==> config.mk <==
export PLATFORM = sky130hd
export DESIGN_NAME = reg_file_ctrl_flat
export DESIGN_NICKNAME = d
export VERILOG_FILES = /design/src/rtl/reg_file_ctrl_pkg.sv /design/src/rtl/reg_file_ctrl_if.sv /design/src/rtl/reg_file_ctrl_frame_timer.sv /design/src/rtl/reg_file_ctrl.sv /design/src/flat_wrapper.sv
export SDC_FILE = /design/constraint.sdc
export NUM_CORES = 1
export LEC_CHECK = 0
export BUFFER_PORTS_ARGS = -buffer_cell sky130_fd_sc_hd__buf_2
export CAP_MARGIN = 20
export CORE_ASPECT_RATIO = 1.75
export CORE_MARGIN = 10
export CORE_UTILIZATION = 45
export DETAILED_ROUTE_END_ITERATION = 16
export MAX_ROUTING_LAYER = met4
export PLACE_DENSITY = 0.76
export SLEW_MARGIN = 20
export SYNTH_ARGS = -nofsm -noshare
export SYNTH_HDL_FRONTEND = slang
export SYNTH_SLANG_ARGS = --single-unit
==> constraint.sdc <==
create_clock -name CLK -period 1.5 [get_ports CLK]
set_clock_uncertainty 0.1 [all_clocks]
set_input_delay 0.225 -clock CLK [delete_from_list [all_inputs] [get_ports CLK]]
set_output_delay 0.225 -clock CLK [all_outputs]
set_load 0.03 [all_outputs]
==> src/rtl/reg_file_ctrl_pkg.sv <==
// Shared definitions for the register-file command controller:
// command byte values and the FSM state encoding.
package reg_file_ctrl_pkg;
  localparam logic [7:0] WR_CMD = 8'hAA;
  localparam logic [7:0] RD_CMD = 8'hBB;

  typedef enum logic [2:0] {
    IDLE, WR_ADDR, WR_DATA, RD_ADDR, RD_WAIT, RD_CAP, RD_SEND
  } state_e;
endpackage

==> src/rtl/reg_file_ctrl_if.sv <==
// Bus bundle between the controller (slave view) and the receiver,
// register file and transmitter around it (master view).
interface reg_file_ctrl_if #(
  parameter int DATA_WIDTH = 8,
  parameter int ADDR_WIDTH = 4
);
  logic [DATA_WIDTH-1:0] RX_P_DATA;
  logic                  RX_D_VLD;
  logic                  WrEn;
  logic                  RdEn;
  logic [ADDR_WIDTH-1:0] Address;
  logic [DATA_WIDTH-1:0] WrData;
  logic [DATA_WIDTH-1:0] RdData;
  logic [DATA_WIDTH-1:0] TX_P_DATA;
  logic                  TX_D_VLD;
  logic                  TX_READY;
  logic                  FRAME_ERR;

  modport slave (
    input  RX_P_DATA, RX_D_VLD, RdData, TX_READY,
    output WrEn, RdEn, Address, WrData, TX_P_DATA, TX_D_VLD, FRAME_ERR
  );
  modport master (
    output RX_P_DATA, RX_D_VLD, RdData, TX_READY,
    input  WrEn, RdEn, Address, WrData, TX_P_DATA, TX_D_VLD, FRAME_ERR
  );
endinterface

==> src/rtl/reg_file_ctrl_frame_timer.sv <==
// Inter-byte idle counter; expired is asserted combinationally during the
// TIMEOUT-th consecutive enabled cycle without a clear. TIMEOUT=0 disables it.
module frame_timer #(
  parameter int TIMEOUT = 255
) (
  input  logic clk,
  input  logic rst_n,
  input  logic clear,
  input  logic enable,
  output logic expired
);
  generate
    if (TIMEOUT == 0) begin : g_off
      logic unused_in;
      assign unused_in = ^{clk, rst_n, clear, enable};
      assign expired   = 1'b0;
    end else begin : g_on
      localparam int CW = $clog2(TIMEOUT + 1);
      logic [CW-1:0] cnt_q, cnt_d;

      assign expired = enable && !clear && (cnt_q == CW'(TIMEOUT - 1));

      always_comb begin
        cnt_d = cnt_q;
        if (clear || !enable) cnt_d = '0;
        else if (!expired)    cnt_d = cnt_q + CW'(1);
      end

      always_ff @(posedge clk or negedge rst_n) begin
        if (!rst_n) cnt_q <= '0;
        else        cnt_q <= cnt_d;
      end
    end
  endgenerate
endmodule

==> src/rtl/reg_file_ctrl.sv <==
// Parses AA/BB command frames from the receiver into single-cycle register
// file strobes and forwards read results to the transmitter.
module reg_file_ctrl
  import reg_file_ctrl_pkg::*;
#(
  parameter int DATA_WIDTH = 8,
  parameter int ADDR_WIDTH = 4,
  parameter int TIMEOUT    = 255
) (
  input logic           CLK,
  input logic           RST,
  reg_file_ctrl_if.slave bus
);
  state_e                state_q, state_d;
  logic                  wr_en_q, wr_en_d, rd_en_q, rd_en_d;
  logic [ADDR_WIDTH-1:0] address_q, address_d;
  logic [DATA_WIDTH-1:0] wr_data_q, wr_data_d, tx_data_q, tx_data_d;
  logic                  tx_vld_q, tx_vld_d, frame_err_q, frame_err_d;
  logic                  tmr_active, tmr_expired, addr_bad;

  // Every entry into a timed state coincides with a received byte, so the
  // byte strobe alone provides the clear-on-entry.
  assign tmr_active = state_q inside {WR_ADDR, WR_DATA, RD_ADDR};

  frame_timer #(.TIMEOUT(TIMEOUT)) u_timer (
    .clk     (CLK),
    .rst_n   (RST),
    .clear   (bus.RX_D_VLD),
    .enable  (tmr_active),
    .expired (tmr_expired)
  );

  assign addr_bad = (bus.RX_P_DATA >> ADDR_WIDTH) != '0;

  always_comb begin
    state_d     = state_q;
    wr_en_d     = 1'b0;
    rd_en_d     = 1'b0;
    address_d   = address_q;
    wr_data_d   = wr_data_q;
    tx_data_d   = tx_data_q;
    tx_vld_d    = tx_vld_q;
    frame_err_d = 1'b0;
    case (state_q)
      IDLE: if (bus.RX_D_VLD) begin
        if (bus.RX_P_DATA == DATA_WIDTH'(WR_CMD))      state_d = WR_ADDR;
        else if (bus.RX_P_DATA == DATA_WIDTH'(RD_CMD)) state_d = RD_ADDR;
        else                                           frame_err_d = 1'b1;
      end
      WR_ADDR, RD_ADDR: begin
        if (bus.RX_D_VLD) begin
          address_d = bus.RX_P_DATA[ADDR_WIDTH-1:0];
          if (addr_bad) begin
            frame_err_d = 1'b1;
            state_d     = IDLE;
          end else if (state_q == WR_ADDR) begin
            state_d = WR_DATA;
          end else begin
            rd_en_d = 1'b1;
            state_d = RD_WAIT;
          end
        end else if (tmr_expired) begin
          frame_err_d = 1'b1;
          state_d     = IDLE;
        end
      end
      WR_DATA: begin
        if (bus.RX_D_VLD) begin
          wr_data_d = bus.RX_P_DATA;
          wr_en_d   = 1'b1;
          state_d   = IDLE;
        end else if (tmr_expired) begin
          frame_err_d = 1'b1;
          state_d     = IDLE;
        end
      end
      // Bytes arriving while a read is in flight are dropped and flagged.
      RD_WAIT: begin
        frame_err_d = bus.RX_D_VLD;
        state_d     = RD_CAP;
      end
      RD_CAP: begin
        frame_err_d = bus.RX_D_VLD;
        tx_data_d   = bus.RdData;
        tx_vld_d    = 1'b1;
        state_d     = RD_SEND;
      end
      RD_SEND: begin
        frame_err_d = bus.RX_D_VLD;
        if (bus.TX_READY) begin
          tx_vld_d = 1'b0;
          state_d  = IDLE;
        end
      end
      default: state_d = IDLE;
    endcase
  end

  always_ff @(posedge CLK or negedge RST) begin
    if (!RST) begin
      state_q     <= IDLE;
      wr_en_q     <= 1'b0;
      rd_en_q     <= 1'b0;
      address_q   <= '0;
      wr_data_q   <= '0;
      tx_data_q   <= '0;
      tx_vld_q    <= 1'b0;
      frame_err_q <= 1'b0;
    end else begin
      state_q     <= state_d;
      wr_en_q     <= wr_en_d;
      rd_en_q     <= rd_en_d;
      address_q   <= address_d;
      wr_data_q   <= wr_data_d;
      tx_data_q   <= tx_data_d;
      tx_vld_q    <= tx_vld_d;
      frame_err_q <= frame_err_d;
    end
  end

  assign bus.WrEn      = wr_en_q;
  assign bus.RdEn      = rd_en_q;
  assign bus.Address   = address_q;
  assign bus.WrData    = wr_data_q;
  assign bus.TX_P_DATA = tx_data_q;
  assign bus.TX_D_VLD  = tx_vld_q;
  assign bus.FRAME_ERR = frame_err_q;
endmodule
==> src/flat_wrapper.sv <==
// flat-port wrapper written by rule: the top's interface ports become plain ports
module reg_file_ctrl_flat import reg_file_ctrl_pkg::*;
#(
  parameter int DATA_WIDTH = 8,
  parameter int ADDR_WIDTH = 4,
  parameter int TIMEOUT    = 255
)
  (CLK, RST, bus_RX_P_DATA, bus_RX_D_VLD, bus_RdData, bus_TX_READY, bus_WrEn, bus_RdEn, bus_Address, bus_WrData, bus_TX_P_DATA, bus_TX_D_VLD, bus_FRAME_ERR);
  reg_file_ctrl_if #(.DATA_WIDTH(DATA_WIDTH), .ADDR_WIDTH(ADDR_WIDTH)) bus_i ();
  input logic CLK;
  input logic RST;
  input wire logic [$bits(bus_i.RX_P_DATA)-1:0] bus_RX_P_DATA;
  input wire logic [$bits(bus_i.RX_D_VLD)-1:0] bus_RX_D_VLD;
  input wire logic [$bits(bus_i.RdData)-1:0] bus_RdData;
  input wire logic [$bits(bus_i.TX_READY)-1:0] bus_TX_READY;
  output wire logic [$bits(bus_i.WrEn)-1:0] bus_WrEn;
  output wire logic [$bits(bus_i.RdEn)-1:0] bus_RdEn;
  output wire logic [$bits(bus_i.Address)-1:0] bus_Address;
  output wire logic [$bits(bus_i.WrData)-1:0] bus_WrData;
  output wire logic [$bits(bus_i.TX_P_DATA)-1:0] bus_TX_P_DATA;
  output wire logic [$bits(bus_i.TX_D_VLD)-1:0] bus_TX_D_VLD;
  output wire logic [$bits(bus_i.FRAME_ERR)-1:0] bus_FRAME_ERR;
  assign bus_i.RX_P_DATA = bus_RX_P_DATA;
  assign bus_i.RX_D_VLD = bus_RX_D_VLD;
  assign bus_i.RdData = bus_RdData;
  assign bus_i.TX_READY = bus_TX_READY;
  assign bus_WrEn = bus_i.WrEn;
  assign bus_RdEn = bus_i.RdEn;
  assign bus_Address = bus_i.Address;
  assign bus_WrData = bus_i.WrData;
  assign bus_TX_P_DATA = bus_i.TX_P_DATA;
  assign bus_TX_D_VLD = bus_i.TX_D_VLD;
  assign bus_FRAME_ERR = bus_i.FRAME_ERR;
  reg_file_ctrl #(.DATA_WIDTH(DATA_WIDTH), .ADDR_WIDTH(ADDR_WIDTH), .TIMEOUT(TIMEOUT)) u_core (.CLK(CLK), .RST(RST), .bus(bus_i));
endmodule
==> impl_metrics.json <==
{
  "ys_ff_latch": 35,
  "cts.path.max_buffers": 2,
  "clk_latency_ps": 280,
  "synth_flop_cell": "dfrtp_1",
  "syn_inst": 126,
  "fp.dieH_um": 97.93,
  "dp_hpwl_um": 2946,
  "worstPathArrival_ps": 1580,
  "power.density_nw_per_um2": 1357,
  "fill_cells": 285,
  "slew_violations": 0,
  "finalHoldViolations": 0,
  "grt_overflow": 0,
  "synth_edf_count": 0,
  "start_util_pct": 46.43,
  "min_to": "u_core.bus.TX_P_DATA[5]$_DFFE_PN0P_",
  "leakagePower_uw": 0.001012,
  "avgSynthCellArea_sq_um": 12.39,
  "r2r_slack_ps": -10,
  "crit_path_max_fanout": 9,
  "vias": 1279,
  "crit_path_end_kind": "flop",
  "top_usage_layer": "met2",
  "reg2reg_to": "u_core.bus.WrData[7]$_DFFE_PN0P_",
  "vias_per_cell": 5.397,
  "ioPinCount": 44,
  "root_buffer": "clkbuf_8",
  "fin_crit_ps": 1510,
  "antenna_found_initial": 0,
  "wire_per_inst_um": 16.64,
  "final_cell_mix": "buf_2 (43), dfrtp_1 (34), mux2_2 (18), buf_4 (15)",
  "violations": "negative setup slack",
  "worstHoldStart": "bus_RdData[5]",
  "numPortBuffers": 43,
  "yosysWarnings": 0,
  "clock.fmax_mhz": 662.1,
  "place_congestion": 0.8103,
  "numCtsBuffers": 5,
  "die_w_um": 64.53,
  "cts.clk_slew.worst_paths_ps": 70,
  "slew_headroom_pct": 70.93,
  "min_path_type": "in2reg",
  "final_cell_count_no_fill": 237,
  "drt_iter0_drc": 73,
  "grt_usage_pct": 13.11,
  "grt_setup_unrepaired": "yes",
  "reg2reg_from": "u_core.state_q[2]$_DFFE_PN0P_",
  "crit_chain": "nor4b_4 > buf_6 > mux2_2",
  "setup-tns-final_ps": -36.77,
  "drc_errors": 0,
  "startpoint_type": "flop",
  "num-nets-final": 213,
  "antenna_left": 0,
  "grt_pass1_vias": 1413,
  "grt_max_degree": 36,
  "final_common_cell": "buf_2",
  "core-area_sq_um": 3363,
  "status": "complete, but fails checks",
  "ys_seq_area_share_pct": 56.09,
  "netlist_area_sq_um": 1561,
  "place_ws_ps": -140.5,
  "cp_slowest_cell": "dfrtp_2",
  "core.rowCount": 28,
  "drive_gt1_share_pct": 54.17,
  "cpPeakStageDelay_ps": 440,
  "hold_depth": 2,
  "async_flop_share_pct": 100.0,
  "ir_drop_mv": 1.290,
  "grt_use_met1_pct": 12.41,
  "max_cap_violations": 0,
  "synth_nets": 148,
  "drtPass1Iterations": 4,
  "dp.cells": 226,
  "fin_crit_sh_pct": 100.7,
  "grt_pass1_wl_um": 6472,
  "synth.distinct_cells": 37,
  "drt_wl_total_um": 3944,
  "die_area_sq_um": 6319,
  "post-route-worst-setup-slack_ps": -10.30,
  "tritoncts": "yes",
  "whs_ps": 66.85,
  "h-tree-depth": 2,
  "use_met3_pct": 4.005,
  "reg2reg_depth": 3,
  "critPathRequiredTime_ps": 1570,
  "syn_to_final_growth_pct": 39.26,
  "cts_sinks": 35,
  "setup-violations-final": 6,
  "antenna_cells": 0,
  "path_class": "reg2reg",
  "worstMarginPinSlew_ps": 436.0,
  "met2_usage_pct": 23.48
}
## power breakdown
group	internal [uW]	total, uW	switching (uW)
logic	339	891	552
clock network	537	869	331
registers	1110	1190	81.7
total	1980	2950	966
## synth_stat cells, drive strengths merged, types with 2 or more instances
cell     number  area (sq um)
a211oi        2         15.01
a21oi         6         30.03
a31oi         4         25.02
and2          2         12.51
and3          2         12.51
clkbuf        2         7.510
dfrtp        35         875.8
ha            2         25.02
inv           5         18.77
mux2         20         225.2
nand3         4         20.02
nor2          8         30.03
nor3          3         15.01
nor4b         2         32.53
o21ai         5         25.02
o2bb2ai       2         17.52
xor2          4         35.03
## sequential cells by signal, summed over array words and instances (netlist names)
name                       count
u_core.state_q                 3
u_core.bus.Address             4
u_core.bus.WrEn                1
u_core.u_timer.g_on.cnt_q      8
u_core.bus.TX_P_DATA           8
u_core.bus.RdEn                1
u_core.bus.WrData              8
u_core.bus.TX_D_VLD            1
u_core.bus.FRAME_ERR           1
## what timing repair did
item / 4_1_cts / 5_1_grt
setup endpoints to repair: 17 / 17
endpoints found under the hold margin: 35 / 0
buffers inserted: 0 / 2
hold buffers: 1 / 0
pin swaps: 0 / 5
gates resized for setup: 9 / 13
## through the flow
| step | cell area, sq um | total power (uW) | util, % |
|---|---|---|---|
| after global routing | 2175 | 3088 | 64.66 |
| after detailed placement | 1946 | 2063 | 57.85 |
| after CTS | 2110 | 2962 | 62.72 |
| after floorplan | 1562 | 1739 | - |
| after global placement | 1946 | 2027 | 57.85 |
| final | 2175 | 2950 | 64.66 |
## kinds of logic (layout without fill, tap and decap cells)
group | Yosys count | in the layout | share of synthesized area, %
AO/OA/AOI/OAI | 28 | 28 | 11.86
XOR/XNOR | 5 | 5 | 2.804
adder cells (fa/ha/maj) | 2 | 2 | 1.602
buffers and inverters | 8 | 74 | 2.003
flip-flops | 35 | 35 | 56.09
multiplexers | 20 | 20 | 14.42
AND/OR/NAND/NOR | 28 | 28 | 11.22
## routing by layer
| metal | vias up | part of all wire [%] |
|---|---|---|
| li1 | 596 | - |
| met1 | 635 | 36 |
| met2 | 39 | 58 |
| met3 | 9 | 4.1 |
| met4 | 0 | 2.1 |
| met5 | - | 0 |
## layout make-up
| type | instances | area [sq um] | share of cell area [%] |
|---|---|---|---|
| Clock buffer | 6 | 82.58 | 3.797 |
| Timing Repair Buffer | 61 | 369.1 | 16.97 |
| Tap cell | 45 | 56.30 | 2.589 |
| Inverter | 5 | 18.77 | 0.8631 |
| Multi-Input combinational cell | 83 | 735.7 | 33.83 |
| Clock inverter | 2 | 35.03 | 1.611 |
| Sequential cell | 35 | 877.1 | 40.33 |
## critical path: cells and delay by family (launching register included)
family	cells	cell delay, ps
multiplexers	1	340
flip-flops	1	440
buffers and inverters	1	200
AND/OR/NAND/NOR	1	320
## how the worst max path moves through the flow
| stage | to | cells past startpoint | from |
|---|---|---|---|
| 2_1_floorplan | u_core.u_timer.g_on.cnt_q[1]$_DFFE_PN0P_ | 5 | u_core.u_timer.g_on.cnt_q[0]$_DFFE_PN0P_ |
| 3_3_place_gp | u_core.state_q[1]$_DFFE_PN0P_ | 4 | bus_RX_P_DATA[4] |
| 3_5_place_dp | u_core.u_timer.g_on.cnt_q[1]$_DFFE_PN0P_ | 5 | u_core.u_timer.g_on.cnt_q[0]$_DFFE_PN0P_ |
| 4_1_cts | u_core.bus.WrData[7]$_DFFE_PN0P_ | 3 | u_core.state_q[2]$_DFFE_PN0P_ |
| 5_1_grt | u_core.state_q[1]$_DFFE_PN0P_ | 5 | u_core.state_q[2]$_DFFE_PN0P_ |
| 6_report | u_core.bus.WrData[7]$_DFFE_PN0P_ | 3 | u_core.state_q[2]$_DFFE_PN0P_ |
Note: power is estimated with default switching activity, not from simulation.
